`src/rtl/alu_div_seq.sv`:
```
// Iterative 32-bit unsigned restoring divider that borrows an external alu32
// for its per-cycle trial subtract; one quotient bit is resolved per RUN cycle.
module alu_div_seq #(
  parameter int unsigned WIDTH = 32,
  parameter int unsigned CNT_W = 5
) (
  input  logic             clk,
  input  logic             reset_n,
  input  logic             start,
  input  logic [WIDTH-1:0] dividend,
  input  logic [WIDTH-1:0] divisor,
  output logic             busy,
  output logic             done,
  output logic [WIDTH-1:0] quotient,
  output logic [WIDTH-1:0] remainder,
  output logic             div_zero,
  output logic [WIDTH-1:0] alu_a,
  output logic [WIDTH-1:0] alu_b,
  output logic [1:0]       alu_f,
  input  logic [WIDTH-1:0] alu_y,
  input  logic [3:0]       alu_flags
);

  typedef enum logic [1:0] {
    S_IDLE,
    S_RUN,
    S_DONE
  } state_t;

  state_t           state_q;
  logic [WIDTH-1:0] r_q, q_q, d_q;
  logic [WIDTH-1:0] r_d, q_d;
  logic [WIDTH-1:0] quot_q, rem_q;
  logic [CNT_W-1:0] cnt_q;
  logic             busy_q, done_q, dz_q;
  logic [WIDTH-1:0] sh;
  logic             take;
  logic             unused_flags;

  // N, Z and V from the ALU carry no information for an unsigned restoring step.
  assign unused_flags = &{1'b0, alu_flags[3:2], alu_flags[0]};

  // A set R msb means the shifted value is 33 bits wide and certainly >= D;
  // the low 32 bits of the ALU difference are still exact in that case.
  always_comb begin
    sh   = {r_q[WIDTH-2:0], q_q[WIDTH-1]};
    take = r_q[WIDTH-1] | alu_flags[1];
    r_d  = take ? alu_y : sh;
    q_d  = {q_q[WIDTH-2:0], take};
  end

  always_comb begin
    alu_a = '0;
    alu_b = '0;
    alu_f = 2'b00;
    if (state_q == S_RUN) begin
      alu_a = sh;
      alu_b = d_q;
      alu_f = 2'b01;
    end
  end

  always_ff @(posedge clk or negedge reset_n) begin
    if (!reset_n) begin
      state_q <= S_IDLE;
      r_q     <= '0;
      q_q     <= '0;
      d_q     <= '0;
      cnt_q   <= '0;
      quot_q  <= '0;
      rem_q   <= '0;
      busy_q  <= 1'b0;
      done_q  <= 1'b0;
      dz_q    <= 1'b0;
    end else begin
      case (state_q)
        S_IDLE: begin
          if (start) begin
            busy_q <= 1'b1;
            if (divisor == '0) begin
              quot_q  <= '1;
              rem_q   <= dividend;
              dz_q    <= 1'b1;
              done_q  <= 1'b1;
              state_q <= S_DONE;
            end else begin
              q_q     <= dividend;
              d_q     <= divisor;
              r_q     <= '0;
              cnt_q   <= '0;
              dz_q    <= 1'b0;
              state_q <= S_RUN;
            end
          end
        end
        S_RUN: begin
          r_q   <= r_d;
          q_q   <= q_d;
          cnt_q <= cnt_q + CNT_W'(1);
          if (cnt_q == CNT_W'(WIDTH - 1)) begin
            quot_q  <= q_d;
            rem_q   <= r_d;
            done_q  <= 1'b1;
            state_q <= S_DONE;
          end
        end
        S_DONE: begin
          done_q  <= 1'b0;
          busy_q  <= 1'b0;
          state_q <= S_IDLE;
        end
        default: state_q <= S_IDLE;
      endcase
    end
  end

  assign busy      = busy_q;
  assign done      = done_q;
  assign quotient  = quot_q;
  assign remainder = rem_q;
  assign div_zero  = dz_q;

endmodule

```
`config.mk`:
```
export PLATFORM = sky130hd
export DESIGN_NAME = alu_div_seq
export DESIGN_NICKNAME = d
export VERILOG_FILES = /design/src/rtl/alu_div_seq.sv
export SDC_FILE = /design/constraint.sdc
export NUM_CORES = 1
export LEC_CHECK = 0
export CAP_MARGIN = 5
export CORE_MARGIN = 2
export CORE_UTILIZATION = 35
export DETAILED_ROUTE_END_ITERATION = 10
export PLACE_DENSITY = 0.59
export SLEW_MARGIN = 30
export SYNTH_ARGS = -nofsm -noshare
export SYNTH_HDL_FRONTEND = slang
export SYNTH_SLANG_ARGS = --single-unit
```
`constraint.sdc`:
```
create_clock -name clk -period 2.4 [get_ports clk]
set_input_delay 0.36 -clock clk [delete_from_list [all_inputs] [get_ports clk]]
set_output_delay 0.36 -clock clk [all_outputs]
set_load 0.02 [all_outputs]
```
== After elaboration in Yosys (flattened, before gate mapping) ==
Index checks and enable logic that the tools add are counted.
W data, S select, Z words.
Operators by class
  $add $sub $neg: 1
  equal/unequal tests: 7
  multiplexer cells: 32
  bitwise operators: 2
  reductions and logical operators: 12
Operators by type and width (number)
  $mux W32: 13
  $pmux W32 S2: 4
  $logic_not A32 Y1: 1
  $mux W5: 2
  $pmux W5 S2: 1
  $reduce_and A4 Y1: 2
  $mux W1: 6
  $mux W2: 3
  $ne A2 B2 Y1 const B: 3
  $reduce_and A2 Y1: 3
  $reduce_and A3 Y1: 2
  $add A5 B1 Y5 const B: 1
  $eq A5 B5 Y1 const B: 1
  $pmux W2 S2: 1
  $reduce_bool A2 Y1: 2
  $pmux W1 S3: 1
  $reduce_bool A3 Y1: 1
  $eq A2 B1 Y1 const B: 1
  $eq A2 B2 Y1 const B: 1
  $logic_not A2 Y1: 1
  $ne A2 B1 Y1 const B: 1
  $pmux W1 S2: 1
  $not A1 Y1: 1
  $or A1 B1 Y1: 1
Storage, ports and cells
  bits in registers: 170
  input bits: 103
  logic and storage cells: 64

== Depth between registers and ports, before layout ==
  word-level depth: 4
  mapped depth: 7
  mapped depth without buffers: 6

== Worst setup path before layout ==
No wires, ideal clock.
  path type: register to output
  from: reg state_q[0]
  to: out alu_a[25]
  arrival time: 1.541 ns
  path slack: 0.499 ns
  stages on the path, launching flop included: 5
  path buffers: 3
  cells stage by stage: dfrtp_1 > buf_1 > clkbuf_1 > clkbuf_1 > and3_1
On the way
  word-level cells in the longest chain between the ends: 2
Ends and longest elaborated chain
  start: declaration: line 30  | state_t state_q;
  start signal: assignment: line 65  | state_q <= S_IDLE;
  start signal: assignment: line 85  | state_q <= S_DONE;
  start signal: assignment: line 92  | state_q <= S_RUN;
  $eq A2 B1 Y1: line 56  | if (state_q == S_RUN) begin
  $mux W32: line 56
  end: declaration: line 17  | output logic [WIDTH-1:0] alu_a,
Every way passes these cells.

== Final worst setup path ==
  from: reg state_q[1]
  to: out alu_a[29]
The elaborated chain is that of the path after synthesis.

==> run summary <==
Compound-Gate Fraction of Synth Area: 17.9%
slowest CP cell: clkdlybuf4s50_1
DRT Pass-1 Iters: 5
Crit Path Class: reg2out
Port Buffers: 231
share of the yosys chip area belonging to registers: 54.7%
via count: 6499
Initial Util: 35.6%
crit-path max cell delay: 0.61 ns
f_max: 427 MHz
share of cells above drive strength 1: 14.3%
Lkg Pwr: 0.00535 uW
family with the most delay on the worst path: buffers and inverters
setup TNS: 0 ns
area occupied by multi-input gates: 3240 um^2
Die Y: 153 um
final WL: 24200 um
Synth area leader: dfrtp_1
Die ar.: 23400 um^2
largest family of logic cells by synthesized area: compound AO/OA/AOI/OAI gates
Rel. slew slack: 59.5%
Netlist cell types: 40
leading cell types in the layout, fill and taps excluded: 169 x clkdlybuf4s50_1, 168 x dfrtp_1, 69 x nand2_1, 66 x a21oi_1, 65 x and3_1
post-synthesis adder-cell area fraction: 0.322%
commonest non-fill, non-tap cell in the layout: clkdlybuf4s50_1
PD cells: 1030 nW/um^2
Worst-path clk slew: 0.07 ns
r2r setup slk: 0.28 ns
XOR/XNOR Fraction of Synth Area: 0.113%
Int Power: 7600 uW
Ports: 236
Clk pwr share: 23.2%
Comb pwr share: 40.2%
Cells after Synth: 701
maximum VDD drop: 508 uV
Net Switching: 4110 uW
Max Cap Violations: 0
htree depth: 4
Synth warnings: 0
worst path cell trace: inv_4, buf_12, and3_1, clkdlybuf4s50_1
Syn Area/Cell: 11.1 um^2
post-synth design cell area: 7780 um^2
Num Clock Sinks: 170
crit path buf inv count: 3
clk buf depth: 2
vias in the first global route: 6847
CP Max Fanout: 27
Synth Area in Simple Gates: 11.1%
worst hold-check path type: reg2reg
Skew-Pair Late Insertion Delay: 0.42 ns
syn nets: 806
Routability Congestion: 0.763
mux share of post-synthesis cell area: 11.9%
first-pass GRT wire length: 39100 um
top cell type's share of synthesized area: 54.7%
gr ovfl total: 0
Layout Area Growth over Synthesis: 46.1%
startpoint types: flip-flop
setup violators final: 0
# fillers: 2008
Routed Antenna Nets: 0
Storage cell area: 4260 um^2
synth top area cells: dfrtp_1 55%, mux2_1 7.1%, and3_1 5.2%, mux2_2 4.6%, a21oi_1 4.2%
post-DP HPWL: 16900 um
CTS Root Cell: clkbuf_16
RSZ-0062 raised after global routing: no
WL/cell: 19.7 um
period utilisation layout: 97.6%
final hold violations: 0
clk_skew: 0.0114 ns
DRC Markers: 0
WP data required: 2.04 ns
TritonCTS clock tree: yes
Final #Nets: 1042
Layout Utilization: 52.1%
Switching Share: 35.1%
Final Critical Period: 2.34 ns
Critical Path AT: 1.98 ns
total track usage: 20.9%
Iter 0 DRT Violations: 252
Worst setup EP type: output pin
CTS Buf Count: 17
largest net degree at the start of global routing: 61
core area: 21800 um^2
sequential fraction of design power: 36.6%
Yosys reg bits: 170
initial antenna violation count: 0
diode count: 0
Std-Cell Rows: 54
Slew @ Worst Pin: 0.608 ns
die width: 153 um
vias per cell: 5.28
status: completed
max-slew violations: 0
per-layer routing:
metal / GRT usage, % / vias to the layer above / part of all wire (%)
met5: 0 / - / 0
met4: 6.13 / 0 / 1.6
met3: 4.82 / 25 / 5.8
met2: 33.3 / 185 / 46
met1: 28.7 / 3251 / 46
li1: - / 3038 / -
through the flow:
stage | std cells | hold WS (ns) | power (uW) | area [um^2] | setup slack, ns
finish | 1230 | 0.480 | 11700 | 11400 | 0.0575
global route | 1230 | 0.494 | 12400 | 11400 | 0.00115
CTS | 1230 | 0.485 | 11900 | 11300 | 0.000828
detailed placement | 1193 | 0.382 | 9240 | 10700 | -0.237
global placement | 1193 | 0.384 | 9170 | 10700 | -0.221
floorplan | 701 | 0.0644 | 7010 | 7780 | 0.499
cell type report:
type                       instances  share of cell area (%)
sequential                       170                    37.5
multi-input combinational        464                    28.5
timing repair buffer             280                    25.6
clock buffer                      19                    3.99
tap                              280                    3.08
clock inverter                    13                    1.14
inverter                           4                   0.154
path summary, 6_finish.rpt:
kind	depth (start not counted)	to	from
worst min register to register	1	div_zero	div_zero
worst min-delay path	1	div_zero	div_zero
max in group asynchronous	3	r_q[19]	reset_n
worst max register to register	7	remainder[2]	state_q[0]
min in group asynchronous	2	q_q[26]	reset_n
worst max-delay path	4	alu_a[29]	state_q[1]
synth_stat cells (all sizes together):
library cell / number
o21ai: 36
mux2: 81
a21oi: 67
o22ai: 33
xnor2: 1
ha: 2
and3: 65
o21a: 1
or2: 1
nand2: 71
or3: 7
o221a: 7
o32a: 1
nor2: 6
nor3: 1
o221ai: 1
nand4: 2
nor2b: 1
inv: 4
conb: 1
nand3: 2
a21o: 32
mux2i: 1
dfrtp: 170
clkbuf: 41
a22o: 4
buf: 22
nor4: 8
o22a: 31
a22oi: 1
kinds of logic (layout without fill, tap and decap cells):
logic type | count (synthesis) | count (layout)
other cells | 1 | 1
compound gates | 214 | 214
xor+xnor | 1 | 1
mux | 82 | 82
buf+inv | 67 | 316
fa+ha+maj | 2 | 2
flops | 170 | 170
simple gates | 164 | 164
registers in the layout, indices dropped and copies added, names as in the netlist:
signal,count
remainder,32
div_zero,1
done,1
quotient,32
busy,1
r_q,32
cnt_q,5
d_q,32
state_q,2
q_q,32
power groups by stage:
stage,sequential (uW),clock (uW),combinational (uW)
finish,4290,2720,4700
global route,4410,2940,5090
CTS,4290,2810,4830
detailed placement,4350,0,4900
global placement,4320,0,4840
floorplan,4370,0,2640
what timing repair did:
item                                    in CTS  in global routing
endpoints found under the hold margin       56                  0
hold buffers                                 1                  0
cloned                                       0                  0
endpoints found under the setup margin      65                 36
buffers inserted                             4                  0
gates resized for setup                     29                 36
pin swaps                                    0                  0
No activity file was read; power rests on OpenSTA's default activity.
